[config.mk]
export PLATFORM = sky130hd
export DESIGN_NAME = access_sequencer
export DESIGN_NICKNAME = d
export VERILOG_FILES = /design/src/rtl/access_sequencer.sv
export SDC_FILE = /design/constraint.sdc
export NUM_CORES = 1
export LEC_CHECK = 0
export ABC_CLOCK_PERIOD_IN_PS = 3700
export CAP_MARGIN = 25
export CORE_ASPECT_RATIO = 2
export CORE_MARGIN = 2
export CORE_UTILIZATION = 30
export DETAILED_ROUTE_END_ITERATION = 8
export PLACE_DENSITY = 0.58
export RECOVER_POWER = 50
export SLEW_MARGIN = 30
export SYNTH_ARGS = -nofsm -noshare
export SYNTH_HDL_FRONTEND = slang
export SYNTH_SLANG_ARGS = --single-unit
[constraint.sdc]
create_clock -name CLOCK_50 -period 3.7 [get_ports CLOCK_50]
set_clock_uncertainty 0.1 [all_clocks]
set_input_delay 0.74 -clock CLOCK_50 [delete_from_list [all_inputs] [get_ports CLOCK_50]]
set_output_delay 0.74 -clock CLOCK_50 [all_outputs]
set_load 0.01 [all_outputs]
[src/rtl/access_sequencer.sv]
// Security-system sequencer: selects the VGA source, gates the door motor and
// enforces a lockout after repeated failed camera/PIN attempts.
module access_sequencer #(
  parameter int unsigned DEBOUNCE_CYCLES = 1_000_000,
  parameter int unsigned OPEN_CYCLES     = 250_000_000,
  parameter int unsigned LOCK_CYCLES     = 1_500_000_000,
  parameter int unsigned MAX_FAILS       = 3
) (
  input  logic        CLOCK_50,
  input  logic        KEY0,
  input  logic        gui_req_n,
  input  logic        unlock,
  input  logic        cam_done,
  input  logic [31:0] ts_cmd,
  output logic        gui_select,
  output logic        motor_open,
  output logic        lockout,
  output logic [2:0]  fail_cnt,
  output logic [2:0]  state_code,
  output logic [2:0]  in_c_sig
);

  localparam int unsigned TMR_MAX = (OPEN_CYCLES > LOCK_CYCLES) ? OPEN_CYCLES : LOCK_CYCLES;
  localparam int unsigned TW      = $clog2(TMR_MAX + 1);
  localparam int unsigned DW      = $clog2(DEBOUNCE_CYCLES + 1);

  typedef enum logic [2:0] {
    ST_CAM  = 3'd0,
    ST_GUI  = 3'd1,
    ST_OPEN = 3'd2,
    ST_LOCK = 3'd3
  } state_t;

  state_t          r_state;
  logic [TW-1:0]   r_tmr;
  logic            r_req_s1, r_req_s2, r_db, r_press;
  logic [DW-1:0]   r_db_cnt;
  logic            r_cam_prev, r_evt_cam, r_evt_unlock;
  logic [2:0]      r_ts_prev, r_evt_ts;
  logic [2:0]      w_fail_inc;
  logic            w_fail_max;
  logic            w_unused_ts;

  assign w_unused_ts = ^{ts_cmd[31:7], ts_cmd[3:0]};

  // Button sync + debounce; sync chain idles at the released (high) level.
  always_ff @(posedge CLOCK_50) begin
    if (!KEY0) begin
      r_req_s1 <= 1'b1;
      r_req_s2 <= 1'b1;
      r_db     <= 1'b1;
      r_db_cnt <= '0;
      r_press  <= 1'b0;
    end else begin
      r_req_s1 <= gui_req_n;
      r_req_s2 <= r_req_s1;
      r_press  <= 1'b0;
      if (r_req_s2 == r_db) begin
        r_db_cnt <= '0;
      end else if (r_db_cnt == DW'(DEBOUNCE_CYCLES - 1)) begin
        r_db     <= r_req_s2;
        r_db_cnt <= '0;
        r_press  <= ~r_req_s2;
      end else begin
        r_db_cnt <= r_db_cnt + DW'(1);
      end
    end
  end

  // Rising-edge events, registered so they act one cycle after sampling.
  always_ff @(posedge CLOCK_50) begin
    if (!KEY0) begin
      r_cam_prev   <= 1'b0;
      r_evt_cam    <= 1'b0;
      r_evt_unlock <= 1'b0;
      r_ts_prev    <= 3'd0;
      r_evt_ts     <= 3'd0;
    end else begin
      r_cam_prev   <= cam_done;
      r_evt_cam    <= cam_done & ~r_cam_prev;
      r_evt_unlock <= unlock;
      r_ts_prev    <= ts_cmd[6:4];
      r_evt_ts     <= ts_cmd[6:4] & ~r_ts_prev;
    end
  end

  assign w_fail_inc = (fail_cnt < 3'(MAX_FAILS)) ? fail_cnt + 3'd1 : fail_cnt;
  assign w_fail_max = (w_fail_inc == 3'(MAX_FAILS));

  always_ff @(posedge CLOCK_50) begin
    if (!KEY0) begin
      r_state    <= ST_CAM;
      r_tmr      <= '0;
      gui_select <= 1'b0;
      motor_open <= 1'b0;
      lockout    <= 1'b0;
      fail_cnt   <= 3'd0;
    end else begin
      case (r_state)
        ST_CAM: begin
          gui_select <= 1'b0;
          motor_open <= 1'b0;
          lockout    <= 1'b0;
          if (r_evt_cam) begin
            if (r_evt_unlock) begin
              r_state    <= ST_OPEN;
              r_tmr      <= TW'(OPEN_CYCLES - 1);
              motor_open <= 1'b1;
              fail_cnt   <= 3'd0;
            end else begin
              fail_cnt <= w_fail_inc;
              if (w_fail_max) begin
                r_state <= ST_LOCK;
                r_tmr   <= TW'(LOCK_CYCLES - 1);
                lockout <= 1'b1;
              end
            end
          end else if (r_press) begin
            r_state    <= ST_GUI;
            gui_select <= 1'b1;
          end
        end
        ST_GUI: begin
          if (r_evt_ts[1]) begin
            r_state    <= ST_OPEN;
            r_tmr      <= TW'(OPEN_CYCLES - 1);
            motor_open <= 1'b1;
            gui_select <= 1'b0;
            fail_cnt   <= 3'd0;
          end else if (r_evt_ts[2]) begin
            fail_cnt <= w_fail_inc;
            if (w_fail_max) begin
              r_state    <= ST_LOCK;
              r_tmr      <= TW'(LOCK_CYCLES - 1);
              lockout    <= 1'b1;
              gui_select <= 1'b0;
            end
          end else if (r_evt_ts[0]) begin
            r_state    <= ST_CAM;
            gui_select <= 1'b0;
          end
        end
        ST_OPEN: begin
          if (r_tmr == '0) begin
            r_state    <= ST_CAM;
            motor_open <= 1'b0;
          end else begin
            r_tmr <= r_tmr - TW'(1);
          end
        end
        ST_LOCK: begin
          if (r_tmr == '0) begin
            r_state  <= ST_CAM;
            lockout  <= 1'b0;
            fail_cnt <= 3'd0;
          end else begin
            r_tmr <= r_tmr - TW'(1);
          end
        end
        default: begin
          r_state    <= ST_CAM;
          gui_select <= 1'b0;
          motor_open <= 1'b0;
          lockout    <= 1'b0;
        end
      endcase
    end
  end

  assign state_code = r_state;
  assign in_c_sig   = {cam_done, unlock, gui_select};

endmodule

==> results_dict.tcl, run 1 <==
set metrics [dict create \
    yosysSeqAreaShare 0.3549 \
    cts_hold_buf 0 \
    fp.dieW_um 86.84 \
    grt_overflow_total 0 \
    p_sw_frac 0.3124 \
    rows 60 \
    nFillCells 1398 \
    synth_top_cell_by_area "dfxtp_1" \
    pre_cts_ws_ns 0.7199 \
    seqPwrFrac 0.396 \
    crit_start "KEY0" \
    r2r_slack_ns 0.63 \
    synth_edf_count 0 \
    antenna_found_initial 0 \
    finalSetupViolations 0 \
    power.share.clock 0.426 \
    core_area_um2 13440 \
    cts_tree "done" \
    fp.dieArea_um2 14740 \
    gp_congestion 0.8986 \
    hold_path_depth 1 \
    ys_ff_latch 73 \
    synthCells 514 \
    drv_slew 60 \
    crit_required_ns 3.86 \
    dpl.hpwl_um 8594 \
    worst-path-max-fanout 59 \
    cp-start-kind "primary input" \
    peakVddDrop_uv 193.7 \
    worst_r2r_startpoint "r_tmr[0]" \
    outcome "finished with violations" \
    synth.most_common_cell "dfxtp_1" \
    combPwrFrac 0.178 \
    arrival_ns 3.25 \
    r2r_cells 8 \
    area_growth_pct 15.01 \
    p_per_area_nw_per_um2 452.7 \
    drive_above_1_share 0.08397 \
    relSlewSlack -0.6804 \
    cts.clk_slew.worst_paths_ns 0.07 \
    tightest_slew_ns 2.521 \
    cts_root_buf "clkbuf_16" \
    synth_common_cells "dfxtp_1, nor2_1, a21oi_1" \
    post-route-period-util 0.8349 \
    ys.flop_type "dfxtp_1" \
    hp-class "register to register" \
    synth_nets 554 \
    yosysWarnings 0 \
    io_buffers 19 \
    cp-endpoint "r_tmr[13]" \
    first_pass_iters 5 \
    cts_sinks 73 \
    fin_tns_setup_ns 0 \
    ctsResizeCount 0 \
    grt_pass1_wl_um 19340 \
    vias_per_cell 5.891 \
    p_switching_mw 0.6697 \
    ant_nets 0 \
    rsz0062_at_grt "false" \
    setup_slack_ns 0.6108 \
    pin_count 49 \
    worstSetupPathType "primary input to register" \
    htreeDepth 3 \
    p_leak_nw 1.666 \
    hold_violations 0 \
    cts_buffers 9 \
    cts_max_path_buffers 2 \
    drv_cap 1 \
    grt_pass1_vias 3956 \
    synth.top_cell.area_share 0.3549 \
    grt_max_degree 60 \
    routed_wl_um 11870 \
    grt_use_total 0.1648 \
    n_antenna_cell 0 \
    internal_power_mw 1.474 \
    dr.first_iter.drc_count 275 \
    worstReg2RegEnd "r_tmr[3]" \
    cts_setup_buffers 0 \
    async_flop_share 0 \
    max_freq_mhz 323.7 \
    synthDistinctLibCells 69 \
    syn_area_per_cell_um2 8.011 \
    die_h_um 169.7 \
    end_kind "register" \
    nNetsFinal 559 \
    layout_min_cycle_time_ns 3.089 \
    synthTopCellsByArea "dfxtp_1, nor2_1, a21oi_1" \
    clock_latency_ns 0.34 \
    vias 4000 \
    drc_errors 0 \
    failed_checks "capacitance limit, slew limit" \
    syn_area_um2 4118 \
    wire_per_inst_um 17.48 \
    floorplan.initialDensity 0.3064 \
]
## final cells by class
class / instances / area (µm²) / area share
multi-input combinational: 389 / 2429 / 0.5128
clock buffer: 9 / 225.2 / 0.04756
clock inverter: 7 / 83.83 / 0.01770
tap: 155 / 193.9 / 0.04095
inverter: 14 / 52.55 / 0.01110
sequential: 73 / 1461 / 0.3086
timing repair buffer: 32 / 290.3 / 0.06129
## logic make-up (layout without fill, tap and decap cells)
logic type / count (synthesis) / in the layout / share of synthesized area
flops: 73 / 73 / 0.3549
compound gates: 147 / 147 / 0.2434
fa+ha+maj: 3 / 3 / 0.009117
buf+inv: 52 / 62 / 0.05591
mux: 3 / 3 / 0.007900
xor+xnor: 19 / 19 / 0.04041
other cells: 1 / 1 / 0.0009107
simple gates: 216 / 216 / 0.2875
## sequential cells by signal, summed over array words and instances, names as in the netlist
signal        cells
fail_cnt          3
gui_select        1
lockout           1
motor_open        1
r_cam_prev        1
r_db              1
r_db_cnt         20
r_evt_cam         1
r_evt_ts          3
r_evt_unlock      1
r_press           1
r_req_s1          1
r_req_s2          1
r_tmr            31
r_ts_prev         3
state_code        3
## per-layer routing
| metal | vias to the layer above | track usage | routed length, µm |
|---|---|---|---|
| li1 | 1922 | - | - |
| met1 | 1886 | 0.1653 | 4165 |
| met2 | 146 | 0.2907 | 6428 |
| met3 | 46 | 0.02918 | 531 |
| met4 | 0 | 0.1264 | 740 |
| met5 | - | 0 | 0 |
## worst min-delay path by stage
stage | to | startpoint
floorplan | r_evt_cam | r_cam_prev
global placement | r_evt_ts[0] | r_ts_prev[0]
detailed placement | r_evt_cam | r_cam_prev
CTS | r_evt_cam | r_cam_prev
global route | r_evt_cam | r_cam_prev
finish | r_evt_cam | r_cam_prev
## cell usage in the layout, fill, tap and decap left out, drive strengths merged, types with 3 or more instances in the layout
master	instances
a311oi	5
dlygate4sd3	8
xnor2	12
and2	9
nand4b	3
o41ai	3
nand3	19
o22ai	4
clkbuf	11
o2bb2ai	4
nor3b	3
a41oi	4
nor4	17
o31ai	6
nand4	18
nand2	35
buf	12
ha	3
xor2	7
dfxtp	73
nor2b	12
o211a	3
inv	18
and4	3
or3	5
nor2	50
o31a	4
a21boi	6
clkdlybuf4s50	10
or4	6
o211ai	4
a21oi	37
nor3	16
nand2b	8
o21ai	29
o21a	6
o32ai	3
and3	5
a31oi	14
o221a	4
## worst max-delay path, cell delays in order
cell,delay (ns)
clkbuf_1,0.10
clkbuf_1,1.78
o21ai_0,0.33
a21oi_1,0.22
## power groups by stage
stage	clock, mW	sequential [mW]	combinational (mW)
2_1_floorplan	0	0.852	0.268
3_3_place_gp	0	0.864	0.370
3_5_place_dp	0	0.865	0.376
4_1_cts	0.930	0.847	0.378
5_1_grt	0.968	0.851	0.411
6_report	0.913	0.848	0.382
## metrics by stage
stage | instance area, µm² | utilization | power [mW] | std cells | hold slack (ns)
6_report | 4736 | 0.3524 | 2.144 | 679 | 0.2815
5_1_grt | 4736 | 0.3524 | 2.230 | 679 | 0.2948
4_1_cts | 4738 | 0.3526 | 2.155 | 679 | 0.2833
3_5_place_dp | 4429 | 0.3296 | 1.241 | 663 | 0.2753
3_3_place_gp | 4429 | 0.3296 | 1.234 | 663 | 0.2719
2_1_floorplan | 4118 | - | 1.120 | 514 | 0.2674
No activity file was read; power rests on OpenSTA's default activity.
==> run 2, diff against run 1 <==
ABC_CLOCK_PERIOD_IN_PS = 2900   (was 3700)
clock period = 2.9 ns   (was 3.7 ns; I/O delays follow)
==> run 2 against run 1 <==
Net effect:
- sequential cell count unchanged
- largest power group unchanged
- routed wire length up 2.8%
- critical path depth up 4
- the run now ends clean
- core utilization up 0.68 points
- largest cell class unchanged
- via count up 1.7%
- global-route usage up 0.15 points
- first-iteration DRC count down 4.0%
- power up 29%
- clock-buffer cell count unchanged
==> results_dict.tcl, run 2 (same netlist as run 1, synthesis figures left out) <==
set metrics [dict create \
    antenna_found_initial 0 \
    layout_min_cycle_time_ns 2.611 \
    worstSetupPathType "register to register" \
    nFillCells 1342 \
    setup_slack_ns 0.2892 \
    p_leak_nw 1.732 \
    largest_reg_flops 31 \
    clock_latency_ns 0.34 \
    cts_buffers 9 \
    cts_max_path_buffers 2 \
    worst-path-max-fanout 18 \
    wire_per_inst_um 17.68 \
    final_common_cell "dfxtp_1" \
    core_area_um2 13440 \
    dr_wl_met3_um 481 \
    grt_pass1_wl_um 19170 \
    routed_wl_um 12200 \
    cts_root_buf "clkbuf_16" \
    first_pass_iters 5 \
    floorplan.initialDensity 0.3064 \
    fp.dieArea_um2 14740 \
    drv_cap 0 \
    dpl.hpwl_um 8714 \
    arrival_ns 2.74 \
    rsz0062_at_grt "false" \
    htreeDepth 3 \
    seq_area_um2 1461 \
    hold_violations 0 \
    grt_use_total 0.1664 \
    multi_input_area_um2 2426 \
    crit_required_ns 3.03 \
    vias 4066 \
    dr.first_iter.drc_count 264 \
    pre_cts_ws_ns 0.3534 \
    hold_ws_ns 0.2815 \
    largest_register "r_tmr" \
    finalSetupViolations 0 \
    grt_overflow_total 0 \
    cp-start-kind "register" \
    maxUsedRoutingLayer "met4" \
    hp-class "register to register" \
    drive_above_1_share 0.1009 \
    reg_top3 "r_tmr: 31 flops, r_db_cnt: 20 flops" \
    p_per_area_nw_per_um2 573.6 \
    relSlewSlack 0.2976 \
    grt_max_degree 38 \
    end_kind "register" \
    gp_congestion 0.8455 \
    vias_per_cell 5.893 \
    area_growth_pct 17.23 \
    peakVddDrop_uv 216.9 \
    grt_pass1_vias 3916 \
    post-route-period-util 0.9003 \
    rows 60 \
    layout_common_cells "dfxtp_1, nor2_1, a21oi_1" \
    ctsResizeCount 0 \
    wl_met1_um 4418 \
    nNetsFinal 570 \
    cts_sinks 73 \
    drv_slew 0 \
    io_buffers 19 \
    tightest_slew_ns 1.054 \
    max_freq_mhz 383.0 \
    outcome "complete, no violations" \
    fin_tns_setup_ns 0 \
    drc_errors 0 \
    cts.clk_slew.worst_paths_ns 0.06 \
    fp.dieW_um 86.84 \
    ant_nets 0 \
    pin_count 49 \
    cts_setup_buffers 0 \
    cts_hold_buf 0 \
    die_h_um 169.7 \
    met2WireLength_um 6525 \
    n_antenna_cell 0 \
    cts_tree "done" \
]
[run 2: changes by cell type in the layout (fill, tap and decap cells not counted), sizes merged]
cell and delta:
buf +10, clkbuf +1, clkdlybuf4s50 -3, clkinvlp -1, dlygate4sd3 +3, inv +1
[run 2: per-layer routing]
metal  global-route usage  vias up
met5                    0        -
met4               0.1209        0
met3              0.02724       43
met2               0.3073      137
met1               0.1586     1946
li1                     -     1940
[run 2: area by class of cell]
class	instances	share of cell area
inverters	14	0.01089
clock buffers	9	0.04666
well taps	155	0.04018
flip-flops and latches	73	0.3027
multi-input cells	389	0.5026
clock inverters	7	0.01763
repair buffers	43	0.07932
[run 2: power by group]
group / switching (mW) / internal, mW / leakage [nW]
Combinational: 0.336 / 0.187 / 0.985
Sequential: 0.0458 / 1.03 / 0.593
Clock: 0.480 / 0.686 / 0.153
Total: 0.862 / 1.91 / 1.73
[run 2: critical path, cell delays in order, from the launching register on]
cell      delay [ns]
dfxtp_1         0.34
inv_1           0.08
ha_1            0.21
or3b_1          0.48
nor4_4          0.28
clkbuf_2        0.39
a31oi_1         0.25
nand3b_1        0.24
o211a_1         0.14
[run 2: final timing paths]
check / from / endpoint / slack, ns / cells past startpoint
min: r_cam_prev / r_evt_cam / 0.28 / 1
min reg2reg: r_cam_prev / r_evt_cam / 0.28 / 1
max reg2reg: r_tmr[1] / state_code[0] / 0.29 / 8
max: r_tmr[1] / state_code[0] / 0.29 / 8
[run 2: stage by stage]
stage	instance area, µm²	power [mW]	instances	util
after detailed placement	4524	1.617	674	0.3367
after floorplan	4118	1.429	514	-
final	4827	2.769	690	0.3592
after CTS	4835	2.792	690	0.3598
after global placement	4524	1.611	674	0.3367
after global routing	4827	2.876	690	0.3592
==> run 3, diff against run 2 <==
REMOVE_ABC_BUFFERS = 1   (was default)
==> run 3 against run 2 <==
Net effect:
- the run now ends with capacitance limit, slew limit left
- core utilization shrank 0.16 points
- final area shrank 0.44%
- clock power shrank 8%
- largest power group is now registers
- critical path type unchanged
- non-clock buffer count grew 1
- sequential cell count is the same
- fmax shrank 0.29%
==> results_dict.tcl, run 3 (same netlist as run 1, synthesis figures left out) <==
set metrics [dict create \
    hold_ws_ns 0.2829 \
    dr.first_iter.drc_count 261 \
    largest_reg_flops 31 \
    pin_count 49 \
    io_buffers 19 \
    layout_min_cycle_time_ns 2.618 \
    hold_violations 0 \
    failed_checks "capacitance limit, slew limit" \
    cts.clk_slew.worst_paths_ns 0.07 \
    hp-class "register to register" \
    seqPwrFrac 0.403 \
    ctsResizeCount 0 \
    antenna_found_initial 0 \
    cts_setup_buffers 0 \
    post-route-period-util 0.9029 \
    fp.dieW_um 86.84 \
    wire_per_inst_um 17.50 \
    tightest_slew_ns 1.873 \
    max_freq_mhz 381.9 \
    cts_root_buf "clkbuf_16" \
    floorplan.initialDensity 0.3064 \
    p_switching_mw 0.8654 \
    vias_per_cell 5.828 \
    p_per_area_nw_per_um2 558.3 \
    grt_pass1_wl_um 19780 \
    cts_tree "done" \
    grt_pass1_vias 3969 \
    peakVddDrop_uv 495.1 \
    nNetsFinal 571 \
    clock_latency_ns 0.34 \
    cp-start-kind "register" \
    fin_tns_setup_ns 0 \
    cts_buffers 9 \
    rows 60 \
    drv_slew 46 \
    slowest_delay_ns 0.49 \
    combPwrFrac 0.194 \
    outcome "finished with violations" \
    largest_register "r_tmr" \
    area_growth_pct 16.71 \
    dpl.hpwl_um 8873 \
    routed_wl_um 12100 \
    grt_use_total 0.1687 \
    internal_power_mw 1.817 \
    relSlewSlack -0.2487 \
    cts_sinks 73 \
    vias 4027 \
    die_h_um 169.7 \
    crit_required_ns 3.02 \
    gp_congestion 0.8622 \
    cp_slowest_cell "or3b_1" \
    finalSetupViolations 0 \
    fin_util 0.3576 \
    htreeDepth 3 \
    cts_hold_buf 0 \
    rsz0062_at_grt "false" \
    fp.dieArea_um2 14740 \
    core_area_um2 13440 \
    cts_max_path_buffers 2 \
    drv_cap 1 \
    worst-path-max-fanout 13 \
    design_power_total_mw 2.683 \
    p_sw_frac 0.3226 \
    p_leak_nw 1.706 \
    grt_overflow_total 0 \
    crit_family "simple AND/OR/NAND/NOR gates" \
    n_antenna_cell 0 \
    reg_top3 "r_tmr: 31 flops, r_db_cnt: 20 flops" \
    arrival_ns 2.74 \
    drive_above_1_share 0.1007 \
    worstSetupPathType "register to register" \
    drc_errors 0 \
    crit_buf_inv 2 \
    layout_common_cells "dfxtp_1, nor2_1, a21oi_1" \
    first_pass_iters 5 \
    final_common_cell "dfxtp_1" \
    end_kind "register" \
    path_cells "inv_1, ha_1, or3b_1, nor4_4, buf_4, a21oi_1, o31a_1, o21a_1" \
    power.share.clock 0.402 \
    grt_max_degree 46 \
    ant_nets 0 \
]
[run 3: layout make-up]
type / instances / area [µm²]
multi-input combinational: 389 / 2426
timing repair buffer: 44 / 386.6
sequential: 73 / 1461
tap: 155 / 193.9
clock buffer: 9 / 225.2
inverter: 14 / 52.55
clock inverter: 7 / 60.06
fill: 1346 / 8632
[run 3: layer usage]
| layer | vias to the layer above | global-route usage | share of wire |
|---|---|---|---|
| met4 | 0 | 0.1005 | 0.039 |
| met3 | 36 | 0.02383 | 0.037 |
| met2 | 122 | 0.3153 | 0.57 |
| met5 | - | 0 | 0 |
| met1 | 1921 | 0.1697 | 0.36 |
| li1 | 1948 | - | - |
[run 3: worst paths after layout]
kind / startpoint / slack, ns / endpoint / cells past startpoint
max: r_tmr[0] / 0.28 / r_tmr[20] / 8
min: r_ts_prev[2] / 0.28 / r_evt_ts[2] / 1
max reg2reg: r_tmr[0] / 0.28 / r_tmr[20] / 8
min reg2reg: r_ts_prev[2] / 0.28 / r_evt_ts[2] / 1
[run 3: power by group through the flow]
stage,Sequential (mW),Combinational [mW],Clock [mW]
finish,1.08,0.522,1.08
global placement,1.10,0.507,0
global route,1.09,0.562,1.14
floorplan,1.09,0.296,0
detailed placement,1.10,0.515,0
CTS,1.08,0.517,1.10
[run 3: stage by stage]
stage          worst slack, ns  cell area [µm²]  instances
2_1_floorplan           0.3423             3940        476
3_3_place_gp            0.4004             4532        675
3_5_place_dp            0.3198             4532        675
4_1_cts                 0.3051             4817        691
5_1_grt                 0.1156             4806        691
6_report                0.2816             4806        691
